$ cat src/rtl/mem_port_arbiter.sv
`default_nettype none
// ------------------------------------------------------------------
// Module   : mem_port_arbiter
// Purpose  : Time-shares one unified memory port between IF fetches and
//            MEM-stage loads/stores. Optional counters: ARB_STATS_EN.
// Revision : 1.0 - initial release
// ------------------------------------------------------------------
module mem_port_arbiter #(
  parameter int ADDR_W = 8
`ifdef ARB_STATS_EN
  ,
  parameter int STAT_W = 16
`endif
) (
  input  logic              clk,
  input  logic              rst,
  input  logic              if_req,
  input  logic [ADDR_W-1:0] if_addr,
  output logic [31:0]       if_inst,
  output logic              if_valid,
  input  logic              ls_read,
  input  logic              ls_write,
  input  logic [2:0]        ls_funct3,
  input  logic [ADDR_W-1:0] ls_addr,
  input  logic [31:0]       ls_wdata,
  output logic [31:0]       ls_rdata,
  output logic              ls_done,
  output logic              ls_fault,
  output logic              stall,
  output logic              mem_read,
  output logic              mem_write,
  output logic [2:0]        mem_read_part,
  output logic [1:0]        mem_write_part,
  output logic [ADDR_W-1:0] mem_addr,
  output logic [31:0]       mem_wdata,
`ifdef ARB_STATS_EN
  output logic [STAT_W-1:0] stat_fetch,
  output logic [STAT_W-1:0] stat_stall,
`endif
  input  logic [31:0]       mem_rdata
);

  localparam logic [1:0] S_IDLE  = 2'd0;
  localparam logic [1:0] S_FETCH = 2'd1;
  localparam logic [1:0] S_DATA  = 2'd2;

  localparam logic [1:0] c_SZ_B = 2'd0;
  localparam logic [1:0] c_SZ_H = 2'd1;
  localparam logic [1:0] c_SZ_W = 2'd2;

  localparam logic [2:0] c_RP_W  = 3'd0;
  localparam logic [2:0] c_RP_H  = 3'd1;
  localparam logic [2:0] c_RP_HU = 3'd2;
  localparam logic [2:0] c_RP_B  = 3'd3;
  localparam logic [2:0] c_RP_BU = 3'd4;

  localparam logic [1:0] c_WP_W = 2'd0;
  localparam logic [1:0] c_WP_H = 2'd1;
  localparam logic [1:0] c_WP_B = 2'd2;

  logic [1:0]  r_state;
  logic [31:0] r_if_inst;
  logic        r_if_valid;
  logic [31:0] r_ls_rdata;
  logic        r_ls_done;
  logic        r_ls_fault;

  logic        w_is_fetch;
  logic        w_is_data;
  logic        w_ls_req;
  logic [2:0]  w_rd_part;
  logic        w_rd_legal;
  logic [1:0]  w_rd_size;
  logic [1:0]  w_wr_part;
  logic        w_wr_legal;
  logic [1:0]  w_wr_size;
  logic [1:0]  w_size;
  logic        w_legal;
  logic        w_aligned;
  logic        w_ok;

  assign w_is_fetch = (r_state == S_FETCH);
  assign w_is_data  = (r_state == S_DATA);
  assign w_ls_req   = ls_read | ls_write;

  always_comb begin
    w_rd_part  = c_RP_W;
    w_rd_legal = 1'b0;
    w_rd_size  = c_SZ_W;
    case (ls_funct3)
      3'b000: begin w_rd_part = c_RP_B;  w_rd_legal = 1'b1; w_rd_size = c_SZ_B; end
      3'b001: begin w_rd_part = c_RP_H;  w_rd_legal = 1'b1; w_rd_size = c_SZ_H; end
      3'b010: begin w_rd_part = c_RP_W;  w_rd_legal = 1'b1; w_rd_size = c_SZ_W; end
      3'b100: begin w_rd_part = c_RP_BU; w_rd_legal = 1'b1; w_rd_size = c_SZ_B; end
      3'b101: begin w_rd_part = c_RP_HU; w_rd_legal = 1'b1; w_rd_size = c_SZ_H; end
      default: begin w_rd_part = c_RP_W; w_rd_legal = 1'b0; w_rd_size = c_SZ_W; end
    endcase
  end

  always_comb begin
    w_wr_part  = c_WP_W;
    w_wr_legal = 1'b0;
    w_wr_size  = c_SZ_W;
    case (ls_funct3)
      3'b000: begin w_wr_part = c_WP_B; w_wr_legal = 1'b1; w_wr_size = c_SZ_B; end
      3'b001: begin w_wr_part = c_WP_H; w_wr_legal = 1'b1; w_wr_size = c_SZ_H; end
      3'b010: begin w_wr_part = c_WP_W; w_wr_legal = 1'b1; w_wr_size = c_SZ_W; end
      default: begin w_wr_part = c_WP_W; w_wr_legal = 1'b0; w_wr_size = c_SZ_W; end
    endcase
  end

  assign w_size  = ls_write ? w_wr_size  : w_rd_size;
  assign w_legal = ls_write ? w_wr_legal : w_rd_legal;

  always_comb begin
    w_aligned = 1'b1;
    case (w_size)
      c_SZ_W:  w_aligned = (ls_addr[1:0] == 2'b00);
      c_SZ_H:  w_aligned = (ls_addr[0] == 1'b0);
      default: w_aligned = 1'b1;
    endcase
  end

  // A simultaneous load+store is illegal; so is a cycle with no request at all.
  assign w_ok = w_ls_req & ~(ls_read & ls_write) & w_legal & w_aligned;

  assign mem_addr       = w_is_data ? ls_addr : if_addr;
  assign mem_read       = w_is_fetch ? if_req : (w_is_data & ls_read & w_ok);
  assign mem_write      = w_is_data & ls_write & w_ok;
  assign mem_read_part  = w_is_data ? w_rd_part : c_RP_W;
  assign mem_write_part = w_wr_part;
  assign mem_wdata      = ls_wdata;

  assign stall    = w_ls_req & ~r_ls_done;
  assign if_inst  = r_if_inst;
  assign if_valid = r_if_valid;
  assign ls_rdata = r_ls_rdata;
  assign ls_done  = r_ls_done;
  assign ls_fault = r_ls_fault;

  always_ff @(posedge clk or negedge rst) begin
    if (!rst) begin
      r_state    <= S_IDLE;
      r_if_inst  <= 32'd0;
      r_if_valid <= 1'b0;
      r_ls_rdata <= 32'd0;
      r_ls_done  <= 1'b0;
      r_ls_fault <= 1'b0;
    end else begin
      r_ls_done  <= 1'b0;
      r_ls_fault <= 1'b0;
      case (r_state)
        S_IDLE: begin
          r_if_valid <= 1'b0;
          r_state    <= S_FETCH;
        end
        S_FETCH: begin
          r_if_inst  <= mem_rdata;
          r_if_valid <= if_req;
          // The ls_done cycle blocks a re-grant so a held request is served once.
          if (w_ls_req && !r_ls_done) begin
            r_state <= S_DATA;
          end
        end
        S_DATA: begin
          r_if_valid <= 1'b0;
          r_ls_done  <= 1'b1;
          r_ls_fault <= ~w_ok;
          r_ls_rdata <= (ls_read & w_ok) ? mem_rdata : 32'd0;
          r_state    <= S_FETCH;
        end
        default: begin
          r_if_valid <= 1'b0;
          r_state    <= S_IDLE;
        end
      endcase
    end
  end

`ifdef ARB_STATS_EN
  localparam logic [STAT_W-1:0] c_STAT_ONE = {{(STAT_W-1){1'b0}}, 1'b1};

  logic [STAT_W-1:0] r_stat_fetch;
  logic [STAT_W-1:0] r_stat_stall;

  always_ff @(posedge clk or negedge rst) begin
    if (!rst) begin
      r_stat_fetch <= '0;
      r_stat_stall <= '0;
    end else begin
      if (w_is_fetch && if_req && !(&r_stat_fetch)) begin
        r_stat_fetch <= r_stat_fetch + c_STAT_ONE;
      end
      if (stall && !(&r_stat_stall)) begin
        r_stat_stall <= r_stat_stall + c_STAT_ONE;
      end
    end
  end

  assign stat_fetch = r_stat_fetch;
  assign stat_stall = r_stat_stall;
`else
`endif

endmodule
`default_nettype wire

$ cat config.mk
export PLATFORM = sky130hd
export DESIGN_NAME = mem_port_arbiter
export DESIGN_NICKNAME = d
export VERILOG_FILES = /design/src/rtl/mem_port_arbiter.sv
export SDC_FILE = /design/constraint.sdc
export NUM_CORES = 1
export LEC_CHECK = 0
export ABC_AREA = 1
export CAP_MARGIN = 20
export CORE_MARGIN = 4
export CORE_UTILIZATION = 37
export DETAILED_ROUTE_END_ITERATION = 12
export PLACE_DENSITY = 0.8
export SYNTH_ARGS = -nofsm -noshare
export SYNTH_HDL_FRONTEND = slang
export SYNTH_SLANG_ARGS = --single-unit
$ cat constraint.sdc
create_clock -name clk -period 2.3 [get_ports clk]
set_clock_uncertainty 0.2 [all_clocks]
set_input_delay 0.575 -clock clk [delete_from_list [all_inputs] [get_ports clk]]
set_output_delay 0.575 -clock clk [all_outputs]
set_load 0.005 [all_outputs]
==> results.md <==
- Status: finished, violations left
- Violated checks: setup timing
- MaxCap Viol Count: 0
- Clk_lat worst skew: ~0.33 ns
- Hold_buf cts: 0
- M1 WL: around 3.8 mm
- Worst-path clk slew: 0.08 ns
- CTS Sinks: 69
- WL met2: around 4.7 mm
- Syn_area_per_cell: a little under 9 sq um
- Via count: 2917
- Antenna violations before repair: 0
- TritonCTS buffer count: 9
- Fmax: between 400 and 500 MHz
- Power per Cell Area: between 1000 and 1500 mW/mm^2
- Post-DR wirelength/cell: 15.0 microns
- Top post-synthesis cells by count: 122 x nand2_1, 69 x dfrtp_1, 41 x inv_1
- Worst Path Arrival: between 1.5 and 2 ns
- Die ar.: between 0.01 and 0.015 sq mm
- Syn nets: ~470
- Top-area cell type share of the netlist area: a little over half
- Synth Cell Area: roughly 0.0033 sq mm
- Count leader, synth: nand2_1
- Peak VDD IR: slightly below 0.5 mV
- Cells taking the most area after synthesis: dfrtp_1 52%, nand2_1 14%, buf_4 7.5%
- Chip width: between 100 and 150 microns
- Gate Count Post-Synth: 380
- Synthesis warning total: 0
- Fin util: 56.4%
- Final Hold Viols: 0
- Top cell type by total area after synthesis: dfrtp_1
- Final worst path period share: 102%
- Post-route DRC: 0
- Largest net degree at the start of global routing: 70
- Synth Register Bits: slightly below 70
- Worst EP required: about 1.5 ns
- Number of flops mapped to enable cells by yosys: 0
- RSZ-0062 raised after global routing: true
- Worst Max-Slew Pin Slew: 0.562 ns
- Vias in the first global route: slightly below 3000
- Antenna Nets Post-Route: 0
- Total design power: just over 5 mW
- Dominant synthesized flop cell: dfrtp_1
- First-pass GRT wire length: 14.2 mm
- Total wire length: between 9 and 10 mm
- Initial Util: 38.0%
- Max FO, Critical Path: 4
- Port bufs: 138
- H-tree lvl count: 3
- Crit-path max cell delay: about 0.22 ns
- Post-layout min period: 2.35 ns
- Initial DRC Count: about 100
- Chip height: between 100 and 150 microns
- FP Rows: 34
- Leakage: 2.47 nW
- WS Path Type: primary input to output port
- Hold Path Class: primary input to async pin
- Gpl congestion: around 0.77
- Diode count: 0
- Critical path launch point type: primary input
- Gr ovfl total: 0
- Area of the core: around 0.0087 sq mm
- Final non-filler cell total: 616
- Layout cell share with drive strength beyond 1: between 15 and 20%
- Final nets: 594
- Drt pass-1 iters: 4
- Setup crit end kind: output port
- Gr usage total: 17.4%
- Area Overhead vs Synth: 48.4%
- Final setup violation count: 2
- Critical path, cell by cell: buf_8, nand2_4, nand2_4, nor2_4, ha_4, inv_4, nand3_4, nand3_2, o21ai_1, buf_2
- Slew headroom: around 63%
- Clock root cell: clkbuf_8
- Top layer in use: met4
- Netlist cell types: 27
- Most frequent CP cell: nand2_4
- Placed Instances: 591
- Ports: 203
- Via density: 4.74
- CTS tree: done
- Slew Viols, Final: 0
- DP Worst Slack: -0.955 ns
- Seq/Total Area, Yosys: a little over half
- Met3 WL: 630 microns
- FFs w/ async S/R, synth: 100%
- Critical-path top delay cell: ha_4
- Post-DP HPWL: 6.54 mm
- WHS: ~0.04 ns
- Final worst-path setup slack: -0.0490 ns
- Clk buf depth: 2
==> metrics by stage <==
stage          TNS (ns)  instance area (sq um)
6_report        -0.0611                   4920
3_5_place_dp     -11.46                   4560
5_1_grt          -0.154                   4920
4_1_cts         -0.0504                   4850
3_3_place_gp      -9.80                   4560
2_1_floorplan         0                   3310
==> layer usage <==
layer  global-route usage (%)  vias up
li1                         -     1420
met1                     20.9     1369
met2                     29.4      113
met3                     6.36       15
met4                     4.64        0
met5                        0        -
==> repair_timing <==
item | CTS | global route
gates cloned | 0 | 1
setup buffers | 9 | 0
resized for setup | 69 | 20
setup endpoints to repair | 16 | 43
pin swaps | 13 | 8
==> cell families after synthesis <==
| group | Yosys count | synth area share, % |
|---|---|---|
| adder cells (fa/ha/maj) | 3 | 1.13 |
| buffers and inverters | 98 | 17.6 |
| AND/OR/NAND/NOR | 172 | 23.0 |
| flip-flops | 69 | 52.1 |
| AO/OA/AOI/OAI | 38 | 6.15 |
==> cells in the final DEF (no fill, tap or decap), types with 2 or more instances in the layout <==
cell             count
nand2_1            119
nand2_4              5
buf_6                3
clkbuf_8             9
inv_4                2
clkinv_4             3
clkdlybuf4s50_1    114
clkinv_2             2
dlygate4sd2_1       12
nor2_2               2
o21ai_0             23
o21ai_1             12
buf_12               2
nor3_1               2
nand4_1             32
clkbuf_2             2
ha_4                 2
nand3_2              2
nor2_1               4
inv_2                5
buf_4               22
buf_8                2
dfrtp_1             69
inv_1               37
buf_2                6
==> power breakdown <==
part           total [mW]  internal, mW  switching (mW)
Combinational        2.22          1.21            1.01
Clock               0.983         0.504           0.479
Sequential           1.93          1.67           0.263
Total                5.13          3.38            1.75
==> worst paths after layout <==
kind / cells past startpoint / endpoint / start / slack, ns
max: 10 / mem_read / ls_funct3[2] / -0.05
min: 2 / if_inst[24] / rst / 0.04
max reg2reg: 7 / ls_rdata[3] / r_state[0] / 0.64
min reg2reg: 2 / ls_rdata[24] / ls_rdata[24] / 0.29
max in group asynchronous: 2 / ls_rdata[7] / rst / 1.54
min in group clk: 2 / ls_rdata[24] / ls_rdata[24] / 0.29
==> critical path, delay by kind of cell <==
family	cells	cell delay, ns
buf+inv	3	0.30
compound gates	1	0.06
simple gates	5	0.42
fa+ha+maj	1	0.22
==> area by class of cell <==
class / instances / area, sq um
Fill cell: 750 / 3800
Timing Repair Buffer: 165 / 1590
Inverter: 45 / 179
Clock inverter: 7 / 73.8
Multi-Input combinational cell: 213 / 1090
Tap cell: 108 / 135
Clock buffer: 9 / 124
Sequential cell: 69 / 1730
==> state kept, by name (all words and copies together) (netlist names) <==
name	flops
r_state	2
if_valid	1
ls_rdata	32
if_inst	32
ls_done	1
ls_fault	1
(Power assumes the default switching activity.)
==> RTL change (same flow settings) <==
Set the parameter `ADDR_W` to 9 (it was 8).
--- a/src/rtl/mem_port_arbiter.sv
+++ b/src/rtl/mem_port_arbiter.sv
@@ -7,5 +7,5 @@
 // ------------------------------------------------------------------
 module mem_port_arbiter #(
-  parameter int ADDR_W = 8
+  parameter int ADDR_W = 9
 `ifdef ARB_STATS_EN
   ,
Ports: changed (resized if_addr, ls_addr and mem_addr); port bits go from 203 to 206. The function was not compared with the original's and may differ.
==> RTL change against the unedited design <==
Final area up 0.36%. Power up 2.6%. Highest routed layer unchanged. The run still ends with negative setup slack left. Non-clock buffer count unchanged. Synthesized cell count up 0.79%. Area after synthesis up 0.34%. Sequential share of layout area down 0.12 points. Sequential cell count unchanged. Worst setup slack better by 38 ps. Critical path type unchanged. Wire length down 0.46%.
==> RTL change: results <==
group,metric,value,unit
route,drt_iter0_drc,108,
power_and_ir_drop,peakVddDrop,0.550,mV
timing,setup_viol,1,
worst_setup_path,timing.rr.end,"ls_rdata[18]$_DFFE_PN0P_",
timing,tightest_slew,609,ps
power_and_ir_drop,combPwrFrac,0.425,
worst_setup_path,critPathLaunch,"ls_write",
global_routing,antenna_found_initial,0,
route,wl_met1,3740,um
run_status,violations,"negative setup slack",
power_and_ir_drop,p_switching,1.75,mW
cells_and_area,instances_no_fill,619,
route,wl_met3,612,um
placed_design,post-dp-hpwl,6460,um
timing,setup_ws,-11.2,ps
power_and_ir_drop,p_int,3.52,mW
synth,synth_commonest_cells,"125 x nand2_1, 69 x dfrtp_1, 41 x inv_1",
worst_hold_path,min-delay-path-class,"reg -> reg",
global_routing,grt_max_degree,67,
worst_setup_path,slowest_stage,"ha_4",
synth,synth-seq-area-share,0.519,
worst_setup_path,arrival,1540,ps
timing,worst_hold_slack,265,ps
power_and_ir_drop,power_frac_seq,0.366,
route,first_pass_iters,5,
global_routing,grtUsageTotal,0.178,
clocking,root_buffer,"clkbuf_8",
global_routing,grt_pass1_wl,14800,um
placed_design,numPortBuffers,141,
global_routing,use_met3,0.0494,
placed_design,place.gp.congestion,0.769,
synth,synth_fp_nets,476,
synth,synth_cell_types,28,
global_routing,grt_pass1_vias,3011,
run_status,status,"finished, violations left",
cells_and_area,nets,599,
cells_and_area,drive_gt1_frac,0.149,
worst_setup_path,path_max_fanout,4,
timing,setup-tns-final,-11.2,ps
placed_design,dpl_cell_area,0.00461,mm^2
clocking,cts_htree_levels,3,
power_and_ir_drop,p_leak,2.48,nW
worst_setup_path,crit_family,"simple AND/OR/NAND/NOR gates",
synth,synth_cells,383,
synth,synth_area_leaders,"dfrtp_1 52%, nand2_1 14%, buf_4 7.4%",
route,num_vias,2915,
global_routing,grt_use_met2,0.298,
global_routing,gr-usage-met1,0.223,
worst_hold_path,whs_endpoint,"r_state[1]$_DFFE_PN0P_",
worst_setup_path,cp_slowest_stage_delay,160,ps
route,wl_met2,4740,um
placed_design,place_ws,-899,ps
route,wl_per_cell,14.9,um
-- RTL change: cell count changes after synthesis, sizes merged --
cell    delta
nand2      +3
clkbuf     -1
buf        +1
-- RTL change: kinds of logic (layout without fill, tap and decap cells) --
family,after synthesis,in the layout,share of synthesized area
flops,69,69,0.519
simple gates,175,175,0.233
buf+inv,98,226,0.175
fa+ha+maj,3,3,0.0113
compound gates,38,38,0.0613
-- RTL change: area by class of cell --
class                           instances  area (um^2)
Timing Repair Buffer                  165         1560
Clock inverter                          5         83.8
Inverter                               45          176
Tap cell                              108          135
Multi-Input combinational cell        216         1110
Fill cell                             769         3780
Sequential cell                        69         1730
Clock buffer                           11          141
-- RTL change: what timing repair did --
item	in CTS	in global routing
resized for setup	80	6
pin swaps	14	2
hold buffers	1	0
endpoints found under the hold margin	30	0
setup buffers	5	1
setup endpoints to repair	17	4
